==> src/rtl/stage1_part.sv <==
// One lane of the CORDIC front end: from a captured float x it produces x/2, x*x
// and the Q2.20 angle (x-128)/128. CALC registers the raw terms; NORM rounds them and publishes.
module stage1_part #(
    parameter int FLT_DATA_WIDTH    = 32,
    parameter int CORDIC_DATA_WIDTH = 22
) (
    input  logic                         clk,
    input  logic                         rst,
    input  logic                         clk_en,
    input  logic                         start,
    input  logic [FLT_DATA_WIDTH-1:0]    x,
    output logic [FLT_DATA_WIDTH-1:0]    half,
    output logic [FLT_DATA_WIDTH-1:0]    square,
    output logic [CORDIC_DATA_WIDTH-1:0] x_to_cordic,
    output logic                         done,
    output logic                         working
);

    typedef enum logic [1:0] {
        IDLE = 2'd0,
        CALC = 2'd1,
        NORM = 2'd2,
        DONE = 2'd3
    } state_t;

    localparam int CW   = CORDIC_DATA_WIDTH;
    localparam int FRAC = CW - 2;
    // Biased exponent at which x*2^(FRAC-7) equals the integer mantissa unshifted.
    localparam int SH0  = 157 - FRAC;

    localparam logic [1:0] SQ_NORMAL = 2'd0;
    localparam logic [1:0] SQ_ZERO   = 2'd1;
    localparam logic [1:0] SQ_INF    = 2'd2;
    localparam logic [1:0] SQ_NAN    = 2'd3;

    localparam logic [CW-1:0] CORD_MAX  = {1'b0, {(CW-1){1'b1}}};
    localparam logic [CW-1:0] CORD_MIN  = {1'b1, {(CW-1){1'b0}}};
    localparam logic [CW-1:0] CORD_ZERO = {2'b11, {FRAC{1'b0}}};
    localparam logic signed [65:0] CORD_HI  = (66'sd1 <<< (CW-1)) - 66'sd1;
    localparam logic signed [65:0] CORD_LO  = -(66'sd1 <<< (CW-1));
    localparam logic signed [65:0] CORD_OFF = 66'sd1 <<< FRAC;

    state_t state_q, state_d;
    logic [31:0] x_q, x_d;
    logic        working_q, working_d;
    logic        done_q, done_d;
    logic        calc_en, norm_en;

    logic [47:0]        prod_q, prod_d;
    logic signed [10:0] sq_exp_q, sq_exp_d;
    logic [1:0]         sq_kind_q, sq_kind_d;
    logic [31:0]        half_calc_q, half_calc_d;
    logic [CW-1:0]      cord_calc_q, cord_calc_d;

    logic [31:0]   half_q, square_q, square_d;
    logic [CW-1:0] cord_q;

    logic        x_sign;
    logic [7:0]  x_exp;
    logic [22:0] x_frac;
    logic [23:0] x_mant;

    assign x_sign = x_q[31];
    assign x_exp  = x_q[30:23];
    assign x_frac = x_q[22:0];
    assign x_mant = {1'b1, x_frac};

    always_comb begin
        state_d   = state_q;
        x_d       = x_q;
        working_d = working_q;
        done_d    = done_q;
        calc_en   = 1'b0;
        norm_en   = 1'b0;
        case (state_q)
            IDLE: begin
                if (start) begin
                    state_d   = CALC;
                    x_d       = x;
                    working_d = 1'b1;
                end
            end
            CALC: begin
                state_d = NORM;
                calc_en = 1'b1;
            end
            NORM: begin
                state_d   = DONE;
                norm_en   = 1'b1;
                done_d    = 1'b1;
                working_d = 1'b0;
            end
            DONE: begin
                done_d = 1'b0;
                if (start) begin
                    state_d   = CALC;
                    x_d       = x;
                    working_d = 1'b1;
                end else begin
                    state_d = IDLE;
                end
            end
            default: state_d = IDLE;
        endcase
    end

    always_comb begin
        if (x_exp == 8'hFF) begin
            half_calc_d = x_q;
        end else if (x_exp <= 8'd1) begin
            half_calc_d = {x_sign, 31'd0};
        end else begin
            half_calc_d = {x_sign, x_exp - 8'd1, x_frac};
        end

        prod_d   = {24'd0, x_mant} * {24'd0, x_mant};
        sq_exp_d = $signed({2'b00, x_exp, 1'b0}) - 11'sd127;
        if (x_exp == 8'hFF) begin
            sq_kind_d = (x_frac != 23'd0) ? SQ_NAN : SQ_INF;
        end else if (x_exp == 8'h00) begin
            sq_kind_d = SQ_ZERO;
        end else begin
            sq_kind_d = SQ_NORMAL;
        end
    end

    logic               cord_big;
    logic [63:0]        cord_mag;
    logic signed [65:0] cord_signed;
    logic signed [65:0] cord_val;

    // Shifts beyond 40 places already sit far outside the saturation window.
    always_comb begin
        cord_big = 1'b0;
        cord_mag = '0;
        if (x_exp >= 8'(SH0)) begin
            if ((x_exp - 8'(SH0)) > 8'd40) begin
                cord_big = 1'b1;
            end else begin
                cord_mag = {40'd0, x_mant} << (x_exp - 8'(SH0));
            end
        end else begin
            cord_mag = {40'd0, x_mant} >> (8'(SH0) - x_exp);
        end
        cord_signed = $signed({2'b00, cord_mag});
        cord_val    = (x_sign ? -cord_signed : cord_signed) - CORD_OFF;

        if (x_exp == 8'hFF) begin
            cord_calc_d = (x_frac != 23'd0) ? '0 : (x_sign ? CORD_MIN : CORD_MAX);
        end else if (x_exp == 8'h00) begin
            cord_calc_d = CORD_ZERO;
        end else if (cord_big) begin
            cord_calc_d = x_sign ? CORD_MIN : CORD_MAX;
        end else if (cord_val > CORD_HI) begin
            cord_calc_d = CORD_MAX;
        end else if (cord_val < CORD_LO) begin
            cord_calc_d = CORD_MIN;
        end else begin
            cord_calc_d = cord_val[CW-1:0];
        end
    end

    logic               sq_top;
    logic [22:0]        sq_frac_pre;
    logic               sq_guard, sq_sticky, sq_round;
    logic [23:0]        sq_frac_sum;
    logic signed [10:0] sq_exp_r;

    // Carry out of the rounded fraction bumps the exponent; the fraction bits are then zero.
    always_comb begin
        sq_top      = prod_q[47];
        sq_frac_pre = sq_top ? prod_q[46:24] : prod_q[45:23];
        sq_guard    = sq_top ? prod_q[23] : prod_q[22];
        sq_sticky   = sq_top ? (|prod_q[22:0]) : (|prod_q[21:0]);
        sq_round    = sq_guard & (sq_sticky | sq_frac_pre[0]);
        sq_frac_sum = {1'b0, sq_frac_pre} + {23'd0, sq_round};
        sq_exp_r    = sq_exp_q + $signed({10'd0, sq_top}) + $signed({10'd0, sq_frac_sum[23]});
        square_d    = {1'b0, sq_exp_r[7:0], sq_frac_sum[22:0]};
        case (sq_kind_q)
            SQ_NAN:  square_d = 32'h7FC0_0000;
            SQ_INF:  square_d = 32'h7F80_0000;
            SQ_ZERO: square_d = 32'h0000_0000;
            default: begin
                if (sq_exp_r > 11'sd254) begin
                    square_d = 32'h7F80_0000;
                end else if (sq_exp_r < 11'sd1) begin
                    square_d = 32'h0000_0000;
                end
            end
        endcase
    end

    always_ff @(posedge clk) begin
        if (rst) begin
            state_q     <= IDLE;
            x_q         <= '0;
            working_q   <= 1'b0;
            done_q      <= 1'b0;
            prod_q      <= '0;
            sq_exp_q    <= '0;
            sq_kind_q   <= SQ_NORMAL;
            half_calc_q <= '0;
            cord_calc_q <= '0;
            half_q      <= '0;
            square_q    <= '0;
            cord_q      <= '0;
        end else if (clk_en) begin
            state_q   <= state_d;
            x_q       <= x_d;
            working_q <= working_d;
            done_q    <= done_d;
            if (calc_en) begin
                prod_q      <= prod_d;
                sq_exp_q    <= sq_exp_d;
                sq_kind_q   <= sq_kind_d;
                half_calc_q <= half_calc_d;
                cord_calc_q <= cord_calc_d;
            end
            if (norm_en) begin
                half_q   <= half_calc_q;
                square_q <= square_d;
                cord_q   <= cord_calc_q;
            end
        end
    end

    assign half        = half_q;
    assign square      = square_q;
    assign x_to_cordic = cord_q;
    assign done        = done_q;
    assign working     = working_q;

endmodule

==> config.mk <==
export PLATFORM = sky130hd
export DESIGN_NAME = stage1_part
export DESIGN_NICKNAME = d
export VERILOG_FILES = /design/src/rtl/stage1_part.sv
export SDC_FILE = /design/constraint.sdc
export NUM_CORES = 2
export LEC_CHECK = 0
export CORE_ASPECT_RATIO = 0.8
export CORE_UTILIZATION = 58
export CTS_CLUSTER_DIAMETER = 40
export CTS_CLUSTER_SIZE = 40
export DETAILED_ROUTE_END_ITERATION = 7
export PLACE_DENSITY = 0.81
export SYNTH_ARGS = -nofsm -noshare
export SYNTH_HDL_FRONTEND = slang
export SYNTH_SLANG_ARGS = --single-unit
==> constraint.sdc <==
create_clock -name clk -period 7.69 [get_ports clk]
set_input_delay 2.307 -clock clk [delete_from_list [all_inputs] [get_ports clk]]
set_output_delay 2.307 -clock clk [all_outputs]
set_load 0.01 [all_outputs]
==> summary.md <==
| Metric | Value |
|---|---|
| Final Power | 5.90 mW |
| Final setup fails | 10 |
| CP bufs+invs | 5 |
| Share of the synthesized area in the top cell type | 24.4% |
| Die Wd | 276 µm |
| Core Rows | 79 |
| Status | finished with violations |
| Synth Register Bits | roughly 230 |
| VDD IR-drop max | between 0.15 and 0.2 mV |
| WHS | 0.454 ns |
| Die height | 221 µm |
| DP Wirelength | about 95 mm |
| Ys Warns | 0 |
| CTS H-Tree Depth | 2 |
| Post-route clock skew | 0.0257 ns |
| WP data arrival | 8.64 ns |
| Hold Buf Count CTS | 0 |
| Failing checks | negative setup slack |
| Gr usage total | roughly two fifths |
| Fmax achieved | 122 MHz |
| Required @ worst endpoint | 8.12 ns |
| Final min period | between 8 and 9 ns |
| Number of I/O pins | roughly 120 |
| Via density | 6.43 |
| Synth Area per Inst | 8.29 µm² |
| Final Wtd Congestion | 1.07 |
| Detailed-route DRC error count | 0 |
| CP max-delay cell | fa_1 |
| Slew Viols, Final | 0 |
| Input/output buffers | between 100 and 150 |
| Leak Pwr | 18.8 nW |
| Most common cell after layout, fill and taps aside | nand2_1 |
| # Max-Cap Violations | 0 |
| Seq/Total Area, Yosys | between 10 and 15% |
| RSZ-0062 raised after global routing | yes |
| Filler cells | between 4000 and 5000 |
| Syn_nets | 4854 |
| Async S/R FF share, synth | 0% |
| Most frequent cells in the layout | 558 x nand2_1, 461 x inv_1, 431 x buf_4, 418 x fa_1, 306 x a21oi_1 |
| Yosys top cell by area | fa_1 |
| Post-synth cell types | 107 |
| Fin crit share | 107% |
| Congestion Overflow GR | 0 |
| Routed length per instance | 23.3 µm |
| Worst slew margin | 13.5% |
| Post-synth EDFFs | 0 |
| Crit. End Element | flip-flop |
| Die area | ~60000 µm² |
| Layout cells sized above 1 | 18.1% |
| Worst-Skew Late Latency | a little under 0.6 ns |
| Worst path max stage delay | 0.57 ns |
| CTS root buf | clkbuf_16 |
| Initial Util | between 50% and 60% |
| Synth Instances | between 4000 and 5000 |
| Top_reg_cell synth | dfxtp_1 |
| Post-Route Utilization | 70.9% |
| Crit Path Max Fanout | 6 |
| Total CTS buffers | 37 |
| Synth Cell Area | roughly 35000 µm² |
| Final worst slack | -0.520 ns |
| Dpl ws | -0.502 ns |
| Final Hold Viols | 0 |
| Syn-to-layout area delta | 19.8% |
| Largest net degree at the start of global routing | 193 |
| CTS tree | done |
| Most used cell, CP | fa_1 |
| First-pass GRT wire length | 192 mm |
| Top post-synthesis cells by area | fa_1 24%, dfxtp_1 13%, ha_1 7.2% |
| Crit path kind | reg -> reg |
| Number of global-route vias before repair | 33600 |
| Worst-Margin Slew | 1.30 ns |
| Initial antenna violation count | 1 |
| Final wirelength | about 120 mm |
| DRT Pass-1 Iters | 6 |
| CP Launch Type | flip-flop |
| Clk sinks | 234 |
| Crit-path leading delay family | adder cells |
| Clock transition at the registers of the reported paths | 0.06 ns |
| Clk buf depth | 3 |
| Hold/Removal Path Class | reg -> reg |
| Final nets | 5196 |
| PD cells | 142 nW/µm² |
| Core area | 58700 µm² |
| Post-detailed-route count of antenna-violating nets | 0 |
| DRT iter0 DRCs | 4111 |
| Vias post-DR | about 34000 |
-- sequential cells by signal (all words and copies together), names as in the netlist --
register     flops
x_q             32
cord_calc_q     22
square          31
done             1
working          1
sq_exp_q        10
half_calc_q     32
state_q          2
half            32
x_to_cordic     22
prod_q          47
sq_kind_q        2
-- repair_timing --
action / 4_1_cts / 5_1_grt
endpoints found under the hold margin: 0 / 0
gates resized for setup: 82 / 67
setup endpoints to repair: 11 / 35
pin swaps: 37 / 43
gates cloned: 1 / 0
buffers inserted: 29 / 21
-- final timing paths --
check                           slack, ns                            to                         start  depth (start not counted)
worst max register to register      -0.52       prod_q[45]$_SDFFE_PP0P_          x_q[10]$_SDFFE_PP0P_                         32
worst max-delay path                -0.52       prod_q[45]$_SDFFE_PP0P_          x_q[10]$_SDFFE_PP0P_                         32
worst min-delay path                 0.45  x_to_cordic[21]$_SDFFE_PP0P_  x_to_cordic[21]$_SDFFE_PP0P_                          2
worst min register to register       0.45  x_to_cordic[21]$_SDFFE_PP0P_  x_to_cordic[21]$_SDFFE_PP0P_                          2
-- logic make-up (layout without fill, tap and decap cells) --
kind of cell             after synthesis  after routing  synth area share, %
buffers and inverters                766           1135                 8.61
flip-flops                           234            234                 13.5
adder cells (fa/ha/maj)              623            623                 31.6
AO/OA/AOI/OAI                        862            862                 16.5
multiplexers                         138            138                 5.81
XOR/XNOR                             159            159                 4.05
AND/OR/NAND/NOR                     1412           1412                 19.9
other                                  1              3               0.0108
-- final cells by class --
type                       instances  area (µm²)  area share [%]
multi-input combinational       3195       27700            66.6
sequential                       234        4750            11.4
tap                              769         962            2.31
timing repair buffer             586        5040            12.1
inverter                         483        1820            4.37
clock buffer                      42         986            2.37
antenna                            2        5.00          0.0120
clock inverter                    24         352           0.844
-- where the power goes --
group / internal (mW) / switching (mW) / total [mW]
logic: 1.10 / 1.68 / 2.79
registers: 1.25 / 0.0531 / 1.31
clock network: 1.09 / 0.719 / 1.81
-- Yosys cell counts, drive strengths merged, types with 30 or more instances --
library cell / number
mux2i: 56
xnor2: 110
dfxtp: 234
o21ai: 103
buf: 61
a31oi: 30
a21oi: 314
inv: 473
nand4: 42
mux2: 35
nand2: 566
nor2b: 33
fa: 424
nor2: 223
a211oi: 58
nand3: 117
nor3: 94
mux4: 47
ha: 199
and2: 145
clkbuf: 222
xor2: 49
-- layer usage --
layer  part of all wire, %  vias up  global-route usage (%)
li1                      -    15000                       -
met4                   3.3        2                    12.0
met1                    41    16700                    58.1
met2                    42     2182                    57.2
met5                0.0088        -                       0
met3                    14      348                    13.1
-- stage by stage --
| step | area (µm²) | setup TNS [ns] | std cells |
|---|---|---|---|
| 6_report | 41600 | -2.53 | 5335 |
| 5_1_grt | 41600 | -5.00 | 5333 |
| 4_1_cts | 41100 | -0.889 | 5317 |
| 3_5_place_dp | 39300 | -3.21 | 5221 |
| 3_3_place_gp | 39300 | -1.80 | 5221 |
| 2_1_floorplan | 35000 | -0.00981 | 4195 |
-- worst min-delay path, cell delays in order, from the launching register on --
cell,delay (ns)
dfxtp_1,0.31
nand2_1,0.05
a21oi_1,0.05
Power figures use the tool's default switching activity.
